<file path="src/rtl/game_state_uart_tx_if.sv">
// Snapshot/request bundle and UART line for game_state_uart_tx.
// The master drives send and the game state. The slave is the transmitter.
interface game_state_uart_tx_if;
  logic       send;
  logic [1:0] correct_door_1;
  logic [1:0] correct_door_2;
  logic [1:0] player_1_pos;
  logic [1:0] player_2_pos;
  logic [1:0] p1_lives;
  logic [1:0] p2_lives;
  logic       time_up;
  logic       serial_out;
  logic       busy;
  logic       done;

  modport master (
    output send, correct_door_1, correct_door_2, player_1_pos, player_2_pos,
           p1_lives, p2_lives, time_up,
    input  serial_out, busy, done
  );

  modport slave (
    input  send, correct_door_1, correct_door_2, player_1_pos, player_2_pos,
           p1_lives, p2_lives, time_up,
    output serial_out, busy, done
  );
endinterface

</file>
<file path="src/rtl/game_state_uart_tx.sv">
// 8N1 UART sender of {HEADER, state, status} game-state packets; the start bit appears one edge after send is seen in IDLE.
// A send arriving while busy or during done is dropped, not queued. PACKET_CHECKSUM_EN appends an XOR checksum byte.
module game_state_uart_tx #(
  parameter int         CLKS_PER_BIT = 217,
  parameter logic [7:0] HEADER       = 8'hA5
) (
  input  logic                 clk,
  input  logic                 reset,
  game_state_uart_tx_if.slave  tx_if
);

`ifdef PACKET_CHECKSUM_EN
  localparam int NBYTES = 4;
`else
  localparam int NBYTES = 3;
`endif
  localparam int                BAUD_W    = $clog2(CLKS_PER_BIT);
  localparam logic [BAUD_W-1:0] BAUD_LAST = BAUD_W'(CLKS_PER_BIT - 1);
  localparam logic [1:0]        LAST_BYTE = 2'(NBYTES - 1);

  typedef struct packed {
    logic [7:0] state_byte;
    logic [7:0] status_byte;
  } snap_t;

  typedef enum logic [2:0] {
    S_IDLE,
    S_START,
    S_DATA,
    S_STOP,
    S_DONE
  } state_t;

  state_t            state_q, state_d;
  logic [BAUD_W-1:0] baud_q, baud_d;
  logic [2:0]        bit_q, bit_d;
  logic [1:0]        byte_q, byte_d;
  snap_t             snap_q, snap_d;
  logic              serial_q, serial_d;
  logic              busy_q, busy_d;
  logic              done_q, done_d;
  logic              baud_wrap;
  logic [7:0]        tx_byte;

  assign baud_wrap = (baud_q == BAUD_LAST);

  always_comb begin
    state_d = state_q;
    baud_d  = baud_q;
    bit_d   = bit_q;
    byte_d  = byte_q;
    snap_d  = snap_q;
    case (state_q)
      S_IDLE: begin
        if (tx_if.send) begin
          state_d            = S_START;
          baud_d             = '0;
          bit_d              = '0;
          byte_d             = '0;
          snap_d.state_byte  = {tx_if.correct_door_1, tx_if.correct_door_2,
                                tx_if.player_1_pos, tx_if.player_2_pos};
          snap_d.status_byte = {3'b000, tx_if.time_up, tx_if.p1_lives, tx_if.p2_lives};
        end
      end
      S_START: begin
        if (baud_wrap) begin
          baud_d  = '0;
          bit_d   = '0;
          state_d = S_DATA;
        end else begin
          baud_d = baud_q + BAUD_W'(1);
        end
      end
      S_DATA: begin
        if (baud_wrap) begin
          baud_d = '0;
          if (bit_q == 3'd7) begin
            state_d = S_STOP;
          end else begin
            bit_d = bit_q + 3'd1;
          end
        end else begin
          baud_d = baud_q + BAUD_W'(1);
        end
      end
      S_STOP: begin
        if (baud_wrap) begin
          baud_d = '0;
          bit_d  = '0;
          // Next byte starts immediately; only the last stop bit leads to DONE.
          if (byte_q == LAST_BYTE) begin
            state_d = S_DONE;
            byte_d  = '0;
          end else begin
            state_d = S_START;
            byte_d  = byte_q + 2'd1;
          end
        end else begin
          baud_d = baud_q + BAUD_W'(1);
        end
      end
      S_DONE: begin
        state_d = S_IDLE;
      end
      default: begin
        state_d = S_IDLE;
        baud_d  = '0;
        bit_d   = '0;
        byte_d  = '0;
      end
    endcase
  end

  always_comb begin
    case (byte_d)
      2'd0:    tx_byte = HEADER;
      2'd1:    tx_byte = snap_q.state_byte;
      2'd2:    tx_byte = snap_q.status_byte;
`ifdef PACKET_CHECKSUM_EN
      default: tx_byte = HEADER ^ snap_q.state_byte ^ snap_q.status_byte;
`else
      default: tx_byte = HEADER;
`endif
    endcase
  end

  // Outputs are decoded from the next state so the line is driven straight from a flop.
  always_comb begin
    serial_d = 1'b1;
    busy_d   = 1'b0;
    done_d   = 1'b0;
    case (state_d)
      S_START: begin
        serial_d = 1'b0;
        busy_d   = 1'b1;
      end
      S_DATA: begin
        serial_d = tx_byte[bit_d];
        busy_d   = 1'b1;
      end
      S_STOP: begin
        busy_d = 1'b1;
      end
      S_DONE: begin
        done_d = 1'b1;
      end
      default: begin
        serial_d = 1'b1;
      end
    endcase
  end

  always_ff @(posedge clk) begin
    if (reset) begin
      state_q  <= S_IDLE;
      baud_q   <= '0;
      bit_q    <= '0;
      byte_q   <= '0;
      snap_q   <= '0;
      serial_q <= 1'b1;
      busy_q   <= 1'b0;
      done_q   <= 1'b0;
    end else begin
      state_q  <= state_d;
      baud_q   <= baud_d;
      bit_q    <= bit_d;
      byte_q   <= byte_d;
      snap_q   <= snap_d;
      serial_q <= serial_d;
      busy_q   <= busy_d;
      done_q   <= done_d;
    end
  end

  assign tx_if.serial_out = serial_q;
  assign tx_if.busy       = busy_q;
  assign tx_if.done       = done_q;

endmodule

</file>
<file path="src/flat_wrapper.sv">
// flat-port wrapper written by rule: the top's interface ports become plain ports
module game_state_uart_tx_flat 
#(
  parameter int         CLKS_PER_BIT = 217,
  parameter logic [7:0] HEADER       = 8'hA5
)
  (clk, reset, tx_if_send, tx_if_correct_door_1, tx_if_correct_door_2, tx_if_player_1_pos, tx_if_player_2_pos, tx_if_p1_lives, tx_if_p2_lives, tx_if_time_up, tx_if_serial_out, tx_if_busy, tx_if_done);
  game_state_uart_tx_if tx_if_i ();
  input  logic clk;
  input  logic reset;
  input wire logic [$bits(tx_if_i.send)-1:0] tx_if_send;
  input wire logic [$bits(tx_if_i.correct_door_1)-1:0] tx_if_correct_door_1;
  input wire logic [$bits(tx_if_i.correct_door_2)-1:0] tx_if_correct_door_2;
  input wire logic [$bits(tx_if_i.player_1_pos)-1:0] tx_if_player_1_pos;
  input wire logic [$bits(tx_if_i.player_2_pos)-1:0] tx_if_player_2_pos;
  input wire logic [$bits(tx_if_i.p1_lives)-1:0] tx_if_p1_lives;
  input wire logic [$bits(tx_if_i.p2_lives)-1:0] tx_if_p2_lives;
  input wire logic [$bits(tx_if_i.time_up)-1:0] tx_if_time_up;
  output wire logic [$bits(tx_if_i.serial_out)-1:0] tx_if_serial_out;
  output wire logic [$bits(tx_if_i.busy)-1:0] tx_if_busy;
  output wire logic [$bits(tx_if_i.done)-1:0] tx_if_done;
  assign tx_if_i.send = tx_if_send;
  assign tx_if_i.correct_door_1 = tx_if_correct_door_1;
  assign tx_if_i.correct_door_2 = tx_if_correct_door_2;
  assign tx_if_i.player_1_pos = tx_if_player_1_pos;
  assign tx_if_i.player_2_pos = tx_if_player_2_pos;
  assign tx_if_i.p1_lives = tx_if_p1_lives;
  assign tx_if_i.p2_lives = tx_if_p2_lives;
  assign tx_if_i.time_up = tx_if_time_up;
  assign tx_if_serial_out = tx_if_i.serial_out;
  assign tx_if_busy = tx_if_i.busy;
  assign tx_if_done = tx_if_i.done;
  game_state_uart_tx #(.CLKS_PER_BIT(CLKS_PER_BIT), .HEADER(HEADER)) u_core (.clk(clk), .reset(reset), .tx_if(tx_if_i));
endmodule
</file>
<file path="config.mk">
export PLATFORM = sky130hd
export DESIGN_NAME = game_state_uart_tx_flat
export DESIGN_NICKNAME = d
export VERILOG_FILES = /design/src/rtl/game_state_uart_tx_if.sv /design/src/rtl/game_state_uart_tx.sv /design/src/flat_wrapper.sv
export SDC_FILE = /design/constraint.sdc
export NUM_CORES = 1
export LEC_CHECK = 0
export CAP_MARGIN = 20
export CORE_ASPECT_RATIO = 0.75
export CORE_MARGIN = 5
export CORE_UTILIZATION = 59
export CTS_CLUSTER_DIAMETER = 60
export DETAILED_ROUTE_END_ITERATION = 10
export GPL_ROUTABILITY_DRIVEN = 1
export PLACE_DENSITY_LB_ADDON = 0.3
export SYNTH_ARGS = -nofsm -noshare
export SYNTH_HDL_FRONTEND = slang
export SYNTH_SLANG_ARGS = --single-unit
</file>
<file path="constraint.sdc">
create_clock -name clk -period 6.8 [get_ports clk]
set_clock_uncertainty 0.2 [all_clocks]
set_input_delay 1.02 -clock clk [delete_from_list [all_inputs] [get_ports clk]]
set_output_delay 1.02 -clock clk [all_outputs]
set_load 0.03 [all_outputs]
</file>
==> results of run 1 <==
==> report_power, final <==
| group | switching, mW | internal [mW] | leakage [nW] |
|---|---|---|---|
| sequential | 0.00516 | 0.194 | 0.261 |
| clock | 0.0663 | 0.129 | 0.0645 |
| combinational | 0.0220 | 0.0178 | 0.435 |
==> critical path: cells and delay by family <==
kind / cells / cell delay [ns]
mux: 2 / 0.24
buf+inv: 1 / 0.46
compound gates: 4 / 0.91
simple gates: 3 / 0.87
fa+ha+maj: 1 / 0.29
==> final timing paths <==
| kind | endpoint | from | slack (ns) | cells past startpoint |
|---|---|---|---|---|
| setup / recovery | u_core.tx_if.serial_out$_SDFF_PP1_ | tx_if_send | 2.96 | 11 |
| hold / removal | u_core.snap_q[1]$_SDFFE_PP0P_ | u_core.snap_q[1]$_SDFFE_PP0P_ | 0.26 | 2 |
| setup reg to reg | u_core.tx_if.serial_out$_SDFF_PP1_ | u_core.baud_q[0]$_SDFFE_PP0P_ | 3.53 | 14 |
| hold reg to reg | u_core.snap_q[1]$_SDFFE_PP0P_ | u_core.snap_q[1]$_SDFFE_PP0P_ | 0.26 | 2 |
==> cells in the mapped netlist (all sizes together), types with 2 or more instances <==
library cell	number
or3	2
buf	3
nand4b	2
nor2	17
o21ai	3
nor3	5
ha	5
a31oi	2
and3b	2
a21boi	3
nand4	5
nor2b	5
dfxtp	32
mux2	2
inv	9
nand2b	4
nand3	5
a21oi	23
clkbuf	6
and3	2
xor2	3
o31ai	2
mux2i	2
o311ai	2
a22oi	2
nand2	38
o31a	2
a221oi	2
==> cells by family (layout without fill, tap and decap cells) <==
group                      after synthesis  count (layout)  synth area share [%]
adders and majority gates                5               5                 3.831
DFF                                     32              32                 39.23
buffers and inverters                   18              36                 4.367
muxes                                    4               4                 2.605
xor gates and xnor gates                 4               4                 2.146
and+or+nand+nor                         93              93                 28.74
AOI/OAI and AO/OA                       48              48                 19.08
==> final cells by class <==
class                           instances  area (um2)  area share, %
Multi-Input combinational cell        154       920.9          47.12
Clock inverter                          1       30.03          1.536
Inverter                                9       33.78          1.729
Clock buffer                            7       96.34          4.930
Sequential cell                        32       640.6          32.78
Tap cell                               36       45.04          2.305
Timing Repair Buffer                   19       187.7          9.603
==> stage by stage <==
stage | hold WS (ns) | total power [mW]
2_1_floorplan | 0.2325 | 0.2251
3_3_place_gp | 0.2410 | 0.2406
3_5_place_dp | 0.2548 | 0.2425
4_1_cts | 0.2639 | 0.4366
5_1_grt | 0.2802 | 0.4505
6_report | 0.2622 | 0.4347
==> cells in the final DEF, fill, tap and decap left out, types with 3 or more instances in the layout <==
| cell type | synthesis | routed |
|---|---|---|
| clkdlybuf4s50_1 | 0 | 18 |
| nand4_1 | 5 | 5 |
| a21oi_1 | 23 | 23 |
| clkbuf_8 | 0 | 7 |
| dfxtp_1 | 32 | 32 |
| nor2b_1 | 5 | 5 |
| nor2_1 | 17 | 17 |
| nand2b_1 | 4 | 4 |
| nor3_1 | 5 | 5 |
| ha_1 | 5 | 5 |
| inv_1 | 9 | 9 |
| xor2_1 | 3 | 3 |
| nand3_1 | 5 | 5 |
| nand2_1 | 36 | 36 |
==> registers in the layout, indices dropped and copies added (netlist names) <==
register	count
u_core.baud_q	8
u_core.bit_q	3
u_core.byte_q	2
u_core.snap_q	13
u_core.state_q	3
u_core.tx_if.busy	1
u_core.tx_if.done	1
u_core.tx_if.serial_out	1
==> per-layer routing <==
layer  GRT usage, %  routed length (um)  up-vias
li1               -                   -      753
met1          27.77                1764      728
met2          31.04                1738       59
met3          6.703                 363        4
met4          6.971                  36        0
met5              0                   0        -
==> run_results.csv, run 1 <==
group,metric,value,unit
yosys,syn_area_per_cell,8.004,um2
clocking,cts_setup_buffers,0,
yosys,yosysTopAreaCellShare,39.23,%
placement,dp_cells,250,
timing,setup_viol,0,
timing,finalSetupTns,0,ns
finish,filler_cell_count,206,
finish,diodes,0,
timing,rsz0062_at_grt,"no",
power_and_ir_drop,ir_drop,0.1827,mV
critical_path,worst_path_max_delay_cell,"nor3_1",
clocking,cts_buffers,5,
clocking,clkLatencyLatePin,0.28,ns
yosys,syn-cell-area,0.001633,mm2
finish,final_cell_count_no_fill,258,
finish,final_core_util,74.52,%
yosys,synth_area_leaders,"dfxtp_1 39%, nand2_1 8.3%, a21oi_1 7.0%",
clocking,clock_sinks,32,
yosys,synth_ff_type,"dfxtp_1",
route,antenna_left,0,
critical_path,worstPathCellList,"clkdlybuf4s50_1 -> nor2b_1 -> nor3_1 -> a21oi_1 -> nand2b_1 -> o31a_1 -> ha_1 -> a221oi_1 -> mux2_1 -> mux2i_1 -> o311a_1",
route,drt-total-wl,3902,um
timing,worst_slew_pin_slew,0.8905,ns
timing,hold_viol,0,
finish,final_area,0.001954,mm2
yosys,synth-seq-cells,32,
placement,place_hpwl,2886,um
grt,overflow,0,
critical_path,required,6.76,ns
yosys,syn_nets,225,
placement,dp_slack,2.731,ns
timing,clock.fmax,0.2606,GHz
clocking,h-tree-depth,2,
critical_path,cp-start-kind,"primary input",
route,first_pass_iters,4,
power_and_ir_drop,p_leak,0.7599,nW
route,vias,1544,
route,drt_iter0_drc,149,
job,maxCapViolCount,0,
grt,grt_pass1_wl,6520,um
placement,placed_area,0.001828,mm2
critical_path,crit_arrival,3.80,ns
yosys,synth.distinct_cells,48,
clocking,ctsResizeCount,0,
yosys,synth_largest_area_cell,"dfxtp_1",
die,die_h,55.56,um
route,avgRoutedWirePerCell,15.12,um
critical_path,worstPathMaxFanout,6,
outcome,outcome,"finished, final reports clean",
clocking,clockRootBuffer,"clkbuf_8",
yosys,async_flop_share,0,%
clocking,cts_tree,"yes",
finish,area_growth,19.69,%
timing,setup_ws,2.963,ns
placement,gp_congestion,0.8531,
route,via_per_inst,5.984,
critical_path,cpPeakStageDelay,0.51,ns
yosys,ys_seq_area_share,39.23,%
grt,grt_start_max_net_pins,27,
grt,grt_use_total,20.65,%
critical_path,cp-end-kind,"flop",
yosys,netlist_instances,204,
placement,numPortBuffers,18,
die,io_pins,19,
grt,grt_pass1_vias,1390,
grt,antenna_found_initial,0,
timing,timing.slew.headroom,40.45,%
hold_path,min_path_type,"flop to flop",
timing,drv_slew,0,
power_and_ir_drop,power.density,222.4,mW/mm2
timing,fin_crit_sh,56.43,%
finish,drive_above_1_share,8.108,%
yosys,synth-edff-count,0,
critical_path,crit_type,"primary input to flop",
die,die_w,70.75,um
die,initial_utilization,62.26,%
yosys,synth_warnings,0,
clocking,ctsHoldBuffers,0,
die,coreArea,0.002623,mm2
finish,nets,242,
clocking,clk_pin_slew,0.07,ns
die,dieArea,0.003931,mm2
route,drcViolationCount,0,
die,rows,16,
clocking,cts_max_path_buffers,2,
timing,post-route-min-period,3.837,ns
Note: power is estimated with default switching activity, not from simulation.
==> inputs of run 2 (changes only) <==
--- a/config.mk
+++ b/config.mk
@@ -8,7 +8,7 @@
 export CAP_MARGIN = 20
 export CORE_ASPECT_RATIO = 0.75
 export CORE_MARGIN = 5
-export CORE_UTILIZATION = 59
+export CORE_UTILIZATION = 49
 export CTS_CLUSTER_DIAMETER = 60
 export DETAILED_ROUTE_END_ITERATION = 10
 export GPL_ROUTABILITY_DRIVEN = 1
==> constraint.sdc (replaced) <==
create_clock -name clk -period 3.53 [get_ports clk]
set_clock_uncertainty 0.2 [all_clocks]
set_input_delay 0.5295 -clock clk [delete_from_list [all_inputs] [get_ports clk]]
set_output_delay 0.5295 -clock clk [all_outputs]
set_load 0.03 [all_outputs]
==> run 2 against run 1 <==
  * Register-to-register slack worse by 3.2 ns
  * Sequential cell count did not move
  * Highest routed layer unchanged
  * Hold slack worse by 0.0064 ns
  * Critical path depth increased by 3
  * Wire length down 8.7%
  * Clock-buffer cell count shrank 1
  * Largest power group unchanged
  * Final area is essentially flat
  * Die area is 17% higher
  * Clock power up 78%
  * First-iteration DRC count fell by 34%
==> run_results.csv, run 2 (synthesis results as in run 1) <==
group,metric,value,unit
outcome,outcome,"finished, final reports clean",
timing,post-route-min-period,3.208,ns
placement,placed_area,0.001848,mm2
grt,grt_start_max_net_pins,21,
power_and_ir_drop,pwr-share-seq,47.5,%
finish,final_cell_mix,"36 x nand2_1, 32 x dfxtp_1, 23 x a21oi_1",
timing,drv_slew,0,
finish,diodes,0,
critical_path,required,3.51,ns
placement,dp_slack,0.2874,ns
clocking,clkLatencyLatePin,0.29,ns
job,maxCapViolCount,0,
finish,final_cell_count_no_fill,264,
power_and_ir_drop,p_sw,188.9,uW
timing,timing.slew.headroom,70.41,%
route,drt-total-wl,3564,um
route,antenna_left,0,
finish,top_regs,"u_core.snap_q: 13 flops, u_core.baud_q: 8 flops",
finish,final_area,0.001956,mm2
clocking,h-tree-depth,2,
die,die_w,76.66,um
timing,fin_crit_sh,90.87,%
clocking,clock_sinks,32,
clocking,clk_pin_slew,0.07,ns
timing,clock.fmax,0.3117,GHz
route,avgRoutedWirePerCell,13.50,um
die,rows,18,
timing,rsz0062_at_grt,"no",
die,die_h,59.99,um
die,dieArea,0.004599,mm2
timing,worst_slew_pin_slew,0.4428,ns
power_and_ir_drop,p_comb_share,9.4,%
route,drt_iter0_drc,99,
timing,finalSetupTns,0,ns
clocking,ctsHoldBuffers,0,
critical_path,worstPathMaxFanout,8,
critical_path,crit_arrival,3.19,ns
route,via_per_inst,5.473,
placement,dp_cells,256,
timing,setup_ws,0.3222,ns
timing,setup_viol,0,
route,first_pass_iters,4,
power_and_ir_drop,finalPower,808.3,uW
die,initial_utilization,50.35,%
route,drcViolationCount,0,
critical_path,cp-start-kind,"flop",
critical_path,cp-end-kind,"flop",
route,vias,1445,
grt,grt_use_total,17.01,%
hold_path,min_path_type,"flop to flop",
clocking,ctsResizeCount,0,
placement,place_hpwl,2584,um
finish,area_growth,19.77,%
placement,gp_congestion,0.8589,
grt,antenna_found_initial,0,
die,coreArea,0.003243,mm2
power_and_ir_drop,internal-power,619.4,uW
power_and_ir_drop,swShare,23.36,%
finish,final_common_cell,"nand2_1",
critical_path,crit_type,"flop to flop",
grt,overflow,0,
finish,drive_above_1_share,8.482,%
power_and_ir_drop,power.density,413.3,mW/mm2
clocking,cts_buffers,5,
power_and_ir_drop,pwr-share-clk,43.1,%
finish,top_register,"u_core.snap_q",
clocking,cts_max_path_buffers,2,
timing,hold_ws,0.2559,ns
clocking,cts_setup_buffers,0,
finish,largest_reg_flops,13,
power_and_ir_drop,p_leak,0.7604,nW
power_and_ir_drop,ir_drop,0.2322,mV
finish,nets,244,
clocking,clockRootBuffer,"clkbuf_8",
placement,numPortBuffers,18,
finish,final_core_util,60.30,%
grt,grt_pass1_vias,1323,
die,io_pins,19,
clocking,cts_tree,"yes",
grt,grt_pass1_wl,6113,um
timing,hold_viol,0,
==> run 2: cell types whose count changed in the layout (fill, tap and decap cells not counted) <==
cell and change:
buf_4 +2, clkbuf_8 -2, clkinv_2 +1, clkbuf_1 +1
==> run 2: worst paths after layout <==
kind / startpoint / to / slack (ns) / cells past startpoint
worst max-delay path: u_core.baud_q[0]$_SDFFE_PP0P_ / u_core.tx_if.serial_out$_SDFF_PP1_ / 0.32 / 14
worst min-delay path: u_core.snap_q[11]$_SDFFE_PP0P_ / u_core.snap_q[11]$_SDFFE_PP0P_ / 0.26 / 2
worst max register to register: u_core.baud_q[0]$_SDFFE_PP0P_ / u_core.tx_if.serial_out$_SDFF_PP1_ / 0.32 / 14
worst min register to register: u_core.snap_q[11]$_SDFFE_PP0P_ / u_core.snap_q[11]$_SDFFE_PP0P_ / 0.26 / 2
==> run 2: final cells by class <==
cell class	count	area (um2)
fillers	310	1287
multi-input cells	154	920.9
flip-flops and latches	32	640.6
repair buffers	21	202.7
clock buffers	6	72.57
well taps	40	50.05
clock inverters	2	35.03
inverters	9	33.78
==> run 2: critical path, stage by stage, from the launching register on <==
cell      delay [ns]
dfxtp_1         0.35
inv_1           0.08
ha_1            0.18
nand4b_2        0.18
nor2_1          0.29
nand3_1         0.11
a21oi_1         0.19
nand2b_1        0.13
o31a_1          0.18
inv_1           0.06
ha_1            0.29
a221oi_1        0.28
mux2_1          0.18
mux2i_1         0.07
o311a_1         0.33
==> run 2: power by group through the flow <==
stage	clock network [mW]	registers [mW]	logic, mW
after floorplan	0	0.391	0.0424
after global placement	0	0.391	0.0755
after detailed placement	0	0.392	0.0756
after CTS	0.356	0.384	0.0761
after global routing	0.372	0.385	0.0841
final	0.348	0.384	0.0761
==> run 2: per-layer routing <==
| metal | vias up | part of all wire (%) | global-route usage [%] |
|---|---|---|---|
| met5 | - | 0 | 0 |
| met4 | 0 | 1.1 | 5.985 |
| met3 | 5 | 6.0 | 6.024 |
| met2 | 32 | 41 | 24.63 |
| met1 | 652 | 52 | 23.44 |
| li1 | 756 | - | - |
